===== src/rtl/dot_matrix_scanner.sv =====
// ---------------------------------------------------------------------------
// dot_matrix_scanner
//   Row scanner for several LED dot-matrix panels that share their row lines.
//   The frame store is double-buffered. Game logic fills the back bank and
//   requests a swap. The banks exchange only on the last cycle of a frame, or
//   at once while idle, so a displayed frame is never torn.
//
// Optional feature (macro DOT_MATRIX_BLINK_EN):
//   This adds the input blink[PANELS] and the parameter BLINK_FRAMES. A blink
//   phase toggles every BLINK_FRAMES frames. A flagged panel shows dark
//   columns during the off phase.
//
// Ports:
//   clk_10000Hz  in   scan clock
//   reset        in   asynchronous, active-high reset
//   blink        in   per-panel blink enable (DOT_MATRIX_BLINK_EN only)
//   enable       in   scan enable; 0 forces the display dark and idle
//   wr_en        in   back-bank write strobe
//   wr_panel     in   target panel of the write
//   wr_row       in   target row of the write
//   wr_data      in   column pattern; bit COLS-1 is the leftmost LED
//   wr_ready     out  back bank accepts writes and swap requests
//   swap_req     in   request a front/back bank exchange
//   swap_ack     out  one-cycle pulse when the exchange happens
//   frame_start  out  one-cycle pulse on the first visible cycle of row 0
//   dot_row      out  shared row drive; row r maps to bit ROWS-1-r
//   dot_col      out  panel p on dot_col[p*COLS +: COLS]; 1 = LED on
// ---------------------------------------------------------------------------
module dot_matrix_scanner #(
   parameter int PANELS         = 2,
   parameter int ROWS           = 8,
   parameter int COLS           = 8,
   parameter int DWELL          = 1,
   parameter int BLANK          = 0,
   parameter int ROW_ACTIVE_LOW = 1,
`ifdef DOT_MATRIX_BLINK_EN
   parameter int BLINK_FRAMES   = 16,
`endif
   localparam int PW = (PANELS > 1) ? $clog2(PANELS) : 1,
   localparam int RW = (ROWS > 1) ? $clog2(ROWS) : 1
) (
   input  logic                     clk_10000Hz,
   input  logic                     reset,
`ifdef DOT_MATRIX_BLINK_EN
   input  logic [PANELS-1:0]        blink,
`endif
   input  logic                     enable,
   input  logic                     wr_en,
   input  logic [PW-1:0]            wr_panel,
   input  logic [RW-1:0]            wr_row,
   input  logic [COLS-1:0]          wr_data,
   output logic                     wr_ready,
   input  logic                     swap_req,
   output logic                     swap_ack,
   output logic                     frame_start,
   output logic [ROWS-1:0]          dot_row,
   output logic [PANELS*COLS-1:0]   dot_col
);

   localparam int CNT_MAX = (DWELL > BLANK) ? DWELL : BLANK;
   localparam int CW      = (CNT_MAX > 1) ? $clog2(CNT_MAX) : 1;

   localparam logic [CW-1:0]   DWELL_LAST = CW'(DWELL - 1);
   localparam logic [CW-1:0]   BLANK_LAST = CW'((BLANK > 0) ? BLANK - 1 : 0);
   localparam logic [RW-1:0]   ROW_LAST   = RW'(ROWS - 1);
   localparam logic [ROWS-1:0] ROW_IDLE   = (ROW_ACTIVE_LOW != 0) ? {ROWS{1'b1}} : {ROWS{1'b0}};

   typedef enum logic [1:0] {IDLE, SHOW, BLNK} state_t;

   state_t                 state_q, state_d;
   logic [RW-1:0]          row_q, row_d, row_next;
   logic [CW-1:0]          cnt_q, cnt_d;
   logic                   front_q;
   logic                   pending_q;
   logic                   frame_last;
   logic                   swap_now;
   logic                   wr_hit;

   logic [ROWS-1:0]        row_sel;
   logic [ROWS-1:0]        dot_row_q, dot_row_d;
   logic [PANELS*COLS-1:0] dot_col_q, dot_col_d;
   logic                   swap_ack_q, frame_start_q;

   // Two banks of glyph rows, addressed by [bank][panel][row].
   logic [COLS-1:0]        mem_q [2][PANELS][ROWS];

`ifdef DOT_MATRIX_BLINK_EN
   localparam int FW = (BLINK_FRAMES > 1) ? $clog2(BLINK_FRAMES) : 1;
   logic [FW-1:0] frame_cnt_q;
   logic          blink_on_q;
`endif

   assign row_next = (row_q == ROW_LAST) ? '0 : row_q + RW'(1);

   // The swap point is the final cycle of the frame. That is the last blanking
   // cycle of the last row if blanking exists, else the last dwell cycle.
   always_comb begin
      // NOTE: every signal driven here gets a default first, so no path can leave it unassigned and infer a latch.
      frame_last = 1'b0;
      if (BLANK > 0)
         frame_last = (state_q == BLNK) && (row_q == ROW_LAST) && (cnt_q == BLANK_LAST);
      else
         frame_last = (state_q == SHOW) && (row_q == ROW_LAST) && (cnt_q == DWELL_LAST);
   end

   assign swap_now = pending_q && (frame_last || (state_q == IDLE));
   assign wr_hit   = wr_en && !pending_q &&
                     (32'(wr_panel) < PANELS) && (32'(wr_row) < ROWS);

   // Next-state logic. Dropping enable overrides everything else.
   always_comb begin
      state_d = state_q;
      row_d   = row_q;
      cnt_d   = cnt_q;
      unique case (state_q)
         IDLE: begin
            state_d = SHOW;
            row_d   = '0;
            cnt_d   = '0;
         end
         SHOW: begin
            if (cnt_q == DWELL_LAST) begin
               cnt_d = '0;
               if (BLANK > 0) begin
                  state_d = BLNK;
               end else begin
                  row_d = row_next;
               end
            end else begin
               cnt_d = cnt_q + CW'(1);
            end
         end
         BLNK: begin
            if (cnt_q == BLANK_LAST) begin
               cnt_d   = '0;
               state_d = SHOW;
               row_d   = row_next;
            end else begin
               cnt_d = cnt_q + CW'(1);
            end
         end
         default: state_d = IDLE;
      endcase
      if (!enable) begin
         state_d = IDLE;
         row_d   = '0;
         cnt_d   = '0;
      end
   end

   // The output drive is decoded from the current state and registered, so
   // row r becomes visible one cycle after the FSM enters SHOW(r).
   always_comb begin
      row_sel = '0;
      for (int r = 0; r < ROWS; r++)
         row_sel[ROWS-1-r] = (row_q == RW'(r));

      dot_row_d = ROW_IDLE;
      dot_col_d = '0;
      if (state_q == SHOW) begin
         dot_row_d = (ROW_ACTIVE_LOW != 0) ? ~row_sel : row_sel;
         for (int p = 0; p < PANELS; p++) begin
            dot_col_d[p*COLS +: COLS] = mem_q[front_q][p][row_q];
`ifdef DOT_MATRIX_BLINK_EN
            if (blink[p] && !blink_on_q)
               dot_col_d[p*COLS +: COLS] = '0;
`endif
         end
      end
   end

   always_ff @(posedge clk_10000Hz or posedge reset) begin
      if (reset) begin
         state_q       <= IDLE;
         row_q         <= '0;
         cnt_q         <= '0;
         front_q       <= 1'b0;
         pending_q     <= 1'b0;
         dot_row_q     <= ROW_IDLE;
         dot_col_q     <= '0;
         swap_ack_q    <= 1'b0;
         frame_start_q <= 1'b0;
      end else begin
         // NOTE: sequential state uses non-blocking assignments so every register samples pre-edge values.
         state_q       <= state_d;
         row_q         <= row_d;
         cnt_q         <= cnt_d;
         dot_row_q     <= dot_row_d;
         dot_col_q     <= dot_col_d;
         swap_ack_q    <= swap_now;
         frame_start_q <= (state_q == SHOW) && (row_q == '0) && (cnt_q == '0);
         if (swap_now) begin
            front_q   <= ~front_q;
            pending_q <= 1'b0;
         end else if (swap_req && !pending_q) begin
            pending_q <= 1'b1;
         end
      end
   end

   // A write accepted together with swap_req still targets the old back bank,
   // because front_q only toggles when the swap executes.
   always_ff @(posedge clk_10000Hz or posedge reset) begin
      if (reset) begin
         // NOTE: this frame store is deliberately reset, so a restart never shows stale glyphs; that rules out a plain RAM macro.
         for (int b = 0; b < 2; b++)
            for (int p = 0; p < PANELS; p++)
               for (int r = 0; r < ROWS; r++)
                  mem_q[b][p][r] <= '0;
      end else if (wr_hit) begin
         mem_q[~front_q][wr_panel][wr_row] <= wr_data;
      end
   end

`ifdef DOT_MATRIX_BLINK_EN
   always_ff @(posedge clk_10000Hz or posedge reset) begin
      if (reset) begin
         frame_cnt_q <= '0;
         blink_on_q  <= 1'b1;
      end else if (frame_last) begin
         if (frame_cnt_q == FW'(BLINK_FRAMES - 1)) begin
            frame_cnt_q <= '0;
            blink_on_q  <= ~blink_on_q;
         end else begin
            frame_cnt_q <= frame_cnt_q + FW'(1);
         end
      end
   end
`endif

   assign wr_ready    = ~pending_q;
   assign swap_ack    = swap_ack_q;
   assign frame_start = frame_start_q;
   assign dot_row     = dot_row_q;
   assign dot_col     = dot_col_q;

endmodule


===== config.mk =====
export PLATFORM = sky130hd
export DESIGN_NAME = dot_matrix_scanner
export DESIGN_NICKNAME = d
export VERILOG_FILES = /design/src/rtl/dot_matrix_scanner.sv
export SDC_FILE = /design/constraint.sdc
export NUM_CORES = 1
export LEC_CHECK = 0
export ABC_AREA = 1
export CORE_MARGIN = 2
export CORE_UTILIZATION = 40
export CTS_CLUSTER_SIZE = 20
export DETAILED_ROUTE_END_ITERATION = 12
export SLEW_MARGIN = 20
export SYNTH_ARGS = -nofsm -noshare
export SYNTH_HDL_FRONTEND = slang
export SYNTH_SLANG_ARGS = --single-unit

===== constraint.sdc =====
create_clock -name clk_10000Hz -period 16.81 [get_ports clk_10000Hz]
set_clock_uncertainty 0.15 [all_clocks]
set_input_delay 4.2025 -clock clk_10000Hz [delete_from_list [all_inputs] [get_ports clk_10000Hz]]
set_output_delay 4.2025 -clock clk_10000Hz [all_outputs]
set_load 0.1 [all_outputs]

==> metrics.md <==
| Metric | Value |
|---|---|
| Most Used Layer, Global Route | met2 |
| DRC errors left | 0 |
| Pre-CTS setup slack | just over 10 ns |
| Area grow syn2layout | 12.4% |
| Post-synthesis sequential area ratio | 0.560 |
| Max-cap violations | 0 |
| #FFs+latches synth | around 290 |
| Post-synthesis adder-cell area fraction | 0.00582 |
| Setup-failing EPs final | 0 |
| Antenna viol nets, final | 0 |
| Vias per cell | roughly 5.3 |
| Crit path time final | approximately 6.5 ns |
| DP HPWL | 20200 µm |
| Post-synthesis cell area | 12900 µm² |
| GPL Wtd Cong | 0.822 |
| Rel. slew slack | 0.249 |
| GR Layer Usage met3 | 0.0261 |
| Met2 usage | 0.329 |
| Tightest Pin Transition | ~1.1 ns |
| Final WS setup | 10.27 ns |
| Design Power | ~0.0023 W |
| WL/cell | between 15 and 20 µm |
| CP max-delay cell | clkdlybuf4s50_1 |
| GRT met1 Usage | 0.310 |
| CTS tree | built |
| Yosys warns | 0 |
| Fin. Hold Viols | 0 |
| Critical Path Max Stage Delay | ~1.1 ns |
| WP data arrival | 2.19 ns |
| CP Capture Type | primary output |
| IO Count | 44 |
| Worst vdd ir | 0.0000704 V |
| Syn nets | between 1500 and 2000 |
| Share of cells above drive strength 1 | 0.0548 |
| Fin cells | just under 2000 |
| Core area | 31600 µm² |
| Internal | 0.00150 W |
| Bufs on Longest Clock Path | 3 |
| Post-synthesis simple-gate area fraction | 0.214 |
| Post-synthesis mux area share | 0 |
| Sequential power share | 0.431 |
| Clk Latency, worst-skew pair | approximately 0.55 ns |
| Post-CTS Hold Fix Bufs | 0 |
| Period Utilization, post-route | 0.389 |
| Crit Path Max Fanout | 1 |
| Vias in the first global route | slightly below 10000 |
| Startpoint Class | flip-flop |
| Crit path kind | reg2out |
| Drt first pass iters | 7 |
| First-pass GRT wire length | around 56000 µm |
| Comb pwr share | 0.274 |
| Clock sinks | around 290 |
| Unrepaired setup endpoints after global routing | no |
| Total negative slack | 0 ns |
| Die Ht | around 180 µm |
| Compound-Gate Fraction of Synth Area | 0.153 |
| Initial DRC Count | approximately 980 |
| Leakage power | ~6.7 nW |
| Via count | around 10000 |
| F_max | 153 MHz |
| Global route total overflow | 0 |
| XOR/XNOR share of the synthesized area | 0.000679 |
| Setup bufs post-CTS | 0 |
| Worst Hold Class | reg2reg |
| Status | finished clean |
| Htree depth | 1 |
| Register-to-register setup slack | 13.17 ns |
| FP Rows | 65 |
| GRT Total Usage | 0.208 |
| WP data required | about 12 ns |
| Port-buffer cells | between 40 and 50 |
| Pwr per Cell Area | 161 nW/µm² |
| Critical path buffers and inverters | 1 |
| Mean Syn Cell Area | 8.21 µm² |
| CP top delay family | buffers and inverters |
| Post_cts resized | 0 |
| TritonCTS buffer count | 31 |
| Switching portion of total power | 0.357 |
| Netlist cell types | 26 |
| Initial core utilization | 0.407 |
| Main combinational cell family by area after synthesis | simple AND/OR/NAND/NOR gates |
| Antenna violations before repair | 2 |
| Clk pwr share | 0.296 |
| Nets | roughly 1600 |
| Cells after Synth | around 1600 |
| Max Slew Vio Count | 0 |
| Worst-path clk slew | 0.06 ns |
| CTS Root Cell | clkbuf_16 |
| Die Width | 184 µm |
| Largest net degree at the start of global routing | 170 |
| Fillcell total | about 3000 |
| Final WL | 34600 µm |
| Worst Hold Margin | 0.329 ns |
| Sw power | around 0.00083 W |
| Cells after DPL | between 1500 and 2000 |
| Die area | 33700 µm² |
| Crit-path cells | clkdlybuf4s50_1 |
metrics by stage:
step | instance area, µm² | utilization
2_1_floorplan | 12900 | -
3_3_place_gp | 13500 | 0.425
3_5_place_dp | 13500 | 0.425
4_1_cts | 14500 | 0.458
5_1_grt | 14500 | 0.458
6_report | 14500 | 0.458
layout by cell type, fill, tap and decap left out:
cell type / Yosys / routed
nand2_1: 451 / 451
o21ai_0: 296 / 296
dfrtp_1: 280 / 278
nor2_1: 109 / 109
nand3_1: 107 / 107
inv_1: 104 / 99
clkdlybuf4s50_1: 0 / 43
o211ai_1: 36 / 36
clkbuf_16: 0 / 31
a21oi_1: 25 / 25
o21ai_1: 18 / 18
clkbuf_8: 0 / 10
clkinv_2: 0 / 10
dfstp_2: 8 / 8
clkinv_1: 3 / 6
ha_1: 6 / 6
buf_4: 2 / 6
inv_2: 5 / 5
clkbuf_1: 74 / 4
nand4_1: 3 / 3
nor4_2: 3 / 3
nor2_2: 3 / 3
nor2_4: 2 / 2
bufinv_16: 0 / 2
diode_2: 0 / 1
nand2_2: 1 / 1
or2_1: 1 / 1
inv_4: 0 / 1
inv_8: 0 / 1
nor3_1: 1 / 1
xor2_1: 1 / 1
dfrtp_4: 0 / 1
buf_12: 0 / 1
dfrtp_2: 0 / 1
flip-flops by register name (all words and copies together) (netlist names):
name,count
row_q,3
front_q,1
state_q,1
dot_col,16
frame_start,1
mem_q,256
swap_ack,1
pending_q,1
dot_row,8
metal layers:
layer  share of wire  routed length [µm]
met5         0.00038                  13
met3           0.059                2040
met4           0.015                 505
met2            0.44               15400
met1            0.48               16600
logic make-up (layout without fill, tap and decap cells):
| logic type | Yosys count | in the layout |
|---|---|---|
| simple gates | 681 | 681 |
| compound gates | 375 | 375 |
| flops | 288 | 288 |
| buf+inv | 219 | 219 |
| fa+ha+maj | 6 | 6 |
| xor+xnor | 1 | 1 |
| other cells | 0 | 1 |
power groups by stage:
stage	clock [W]	sequential [W]	combinational [W]
floorplan	0	0.00105	0.000430
global placement	0	0.00101	0.000627
detailed placement	0	0.00101	0.000637
global route	0.000727	0.00103	0.000725
finish	0.000689	0.00100	0.000638
CTS	0.000698	0.00100	0.000639
worst register-to-register path, cell delays in order, from the launching register on:
cell     delay (ns)
dfrtp_4        0.93
inv_4          0.53
buf_4          0.54
nor2_4         0.45
inv_1          0.17
nor2_2         0.53
a21oi_1        0.17
cell type report:
class | count | area (µm²) | area share
Antenna cell | 1 | 2.50 | 0.000173
Clock buffer | 45 | 928 | 0.0640
Clock inverter | 12 | 110 | 0.00760
Inverter | 112 | 430 | 0.0297
Multi-Input combinational cell | 1063 | 4800 | 0.331
Sequential cell | 288 | 7220 | 0.498
Tap cell | 402 | 503 | 0.0347
Timing Repair Buffer | 50 | 495 | 0.0342
synth_stat cells:
library cell,n,area [µm²]
nor2_4,2,22.5
nor3_1,1,5.00
buf_6,1,11.3
dfrtp_1,280,7010
inv_1,104,390
nor2_1,109,409
nand2_2,1,6.26
inv_2,5,18.8
xor2_1,1,8.76
clkbuf_1,74,278
buf_4,2,15.0
ha_1,6,75.1
nor4_2,3,37.5
clkinv_1,3,11.3
nand2_1,451,1690
o21ai_0,296,1480
nor2_2,3,18.8
buf_2,27,135
buf_1,3,11.3
o211ai_1,36,270
dfstp_2,8,210
or2_1,1,6.26
o21ai_1,18,90.1
a21oi_1,25,125
nand3_1,107,536
nand4_1,3,18.8
worst paths after layout:
path,from,endpoint,cells past startpoint
min in group asynchronous,reset,mem_q[219]$_DFFE_PP0P_,2
min reg2reg,mem_q[231]$_DFFE_PP0P_,mem_q[231]$_DFFE_PP0P_,2
max reg2reg,front_q$_DFFE_PP0P_,mem_q[243]$_DFFE_PP0P_,6
max in group asynchronous,reset,front_q$_DFFE_PP0P_,3
min,mem_q[231]$_DFFE_PP0P_,mem_q[231]$_DFFE_PP0P_,2
max,dot_row[0]$_DFF_PP1_,dot_row[0],1
(Power assumes the default switching activity.)
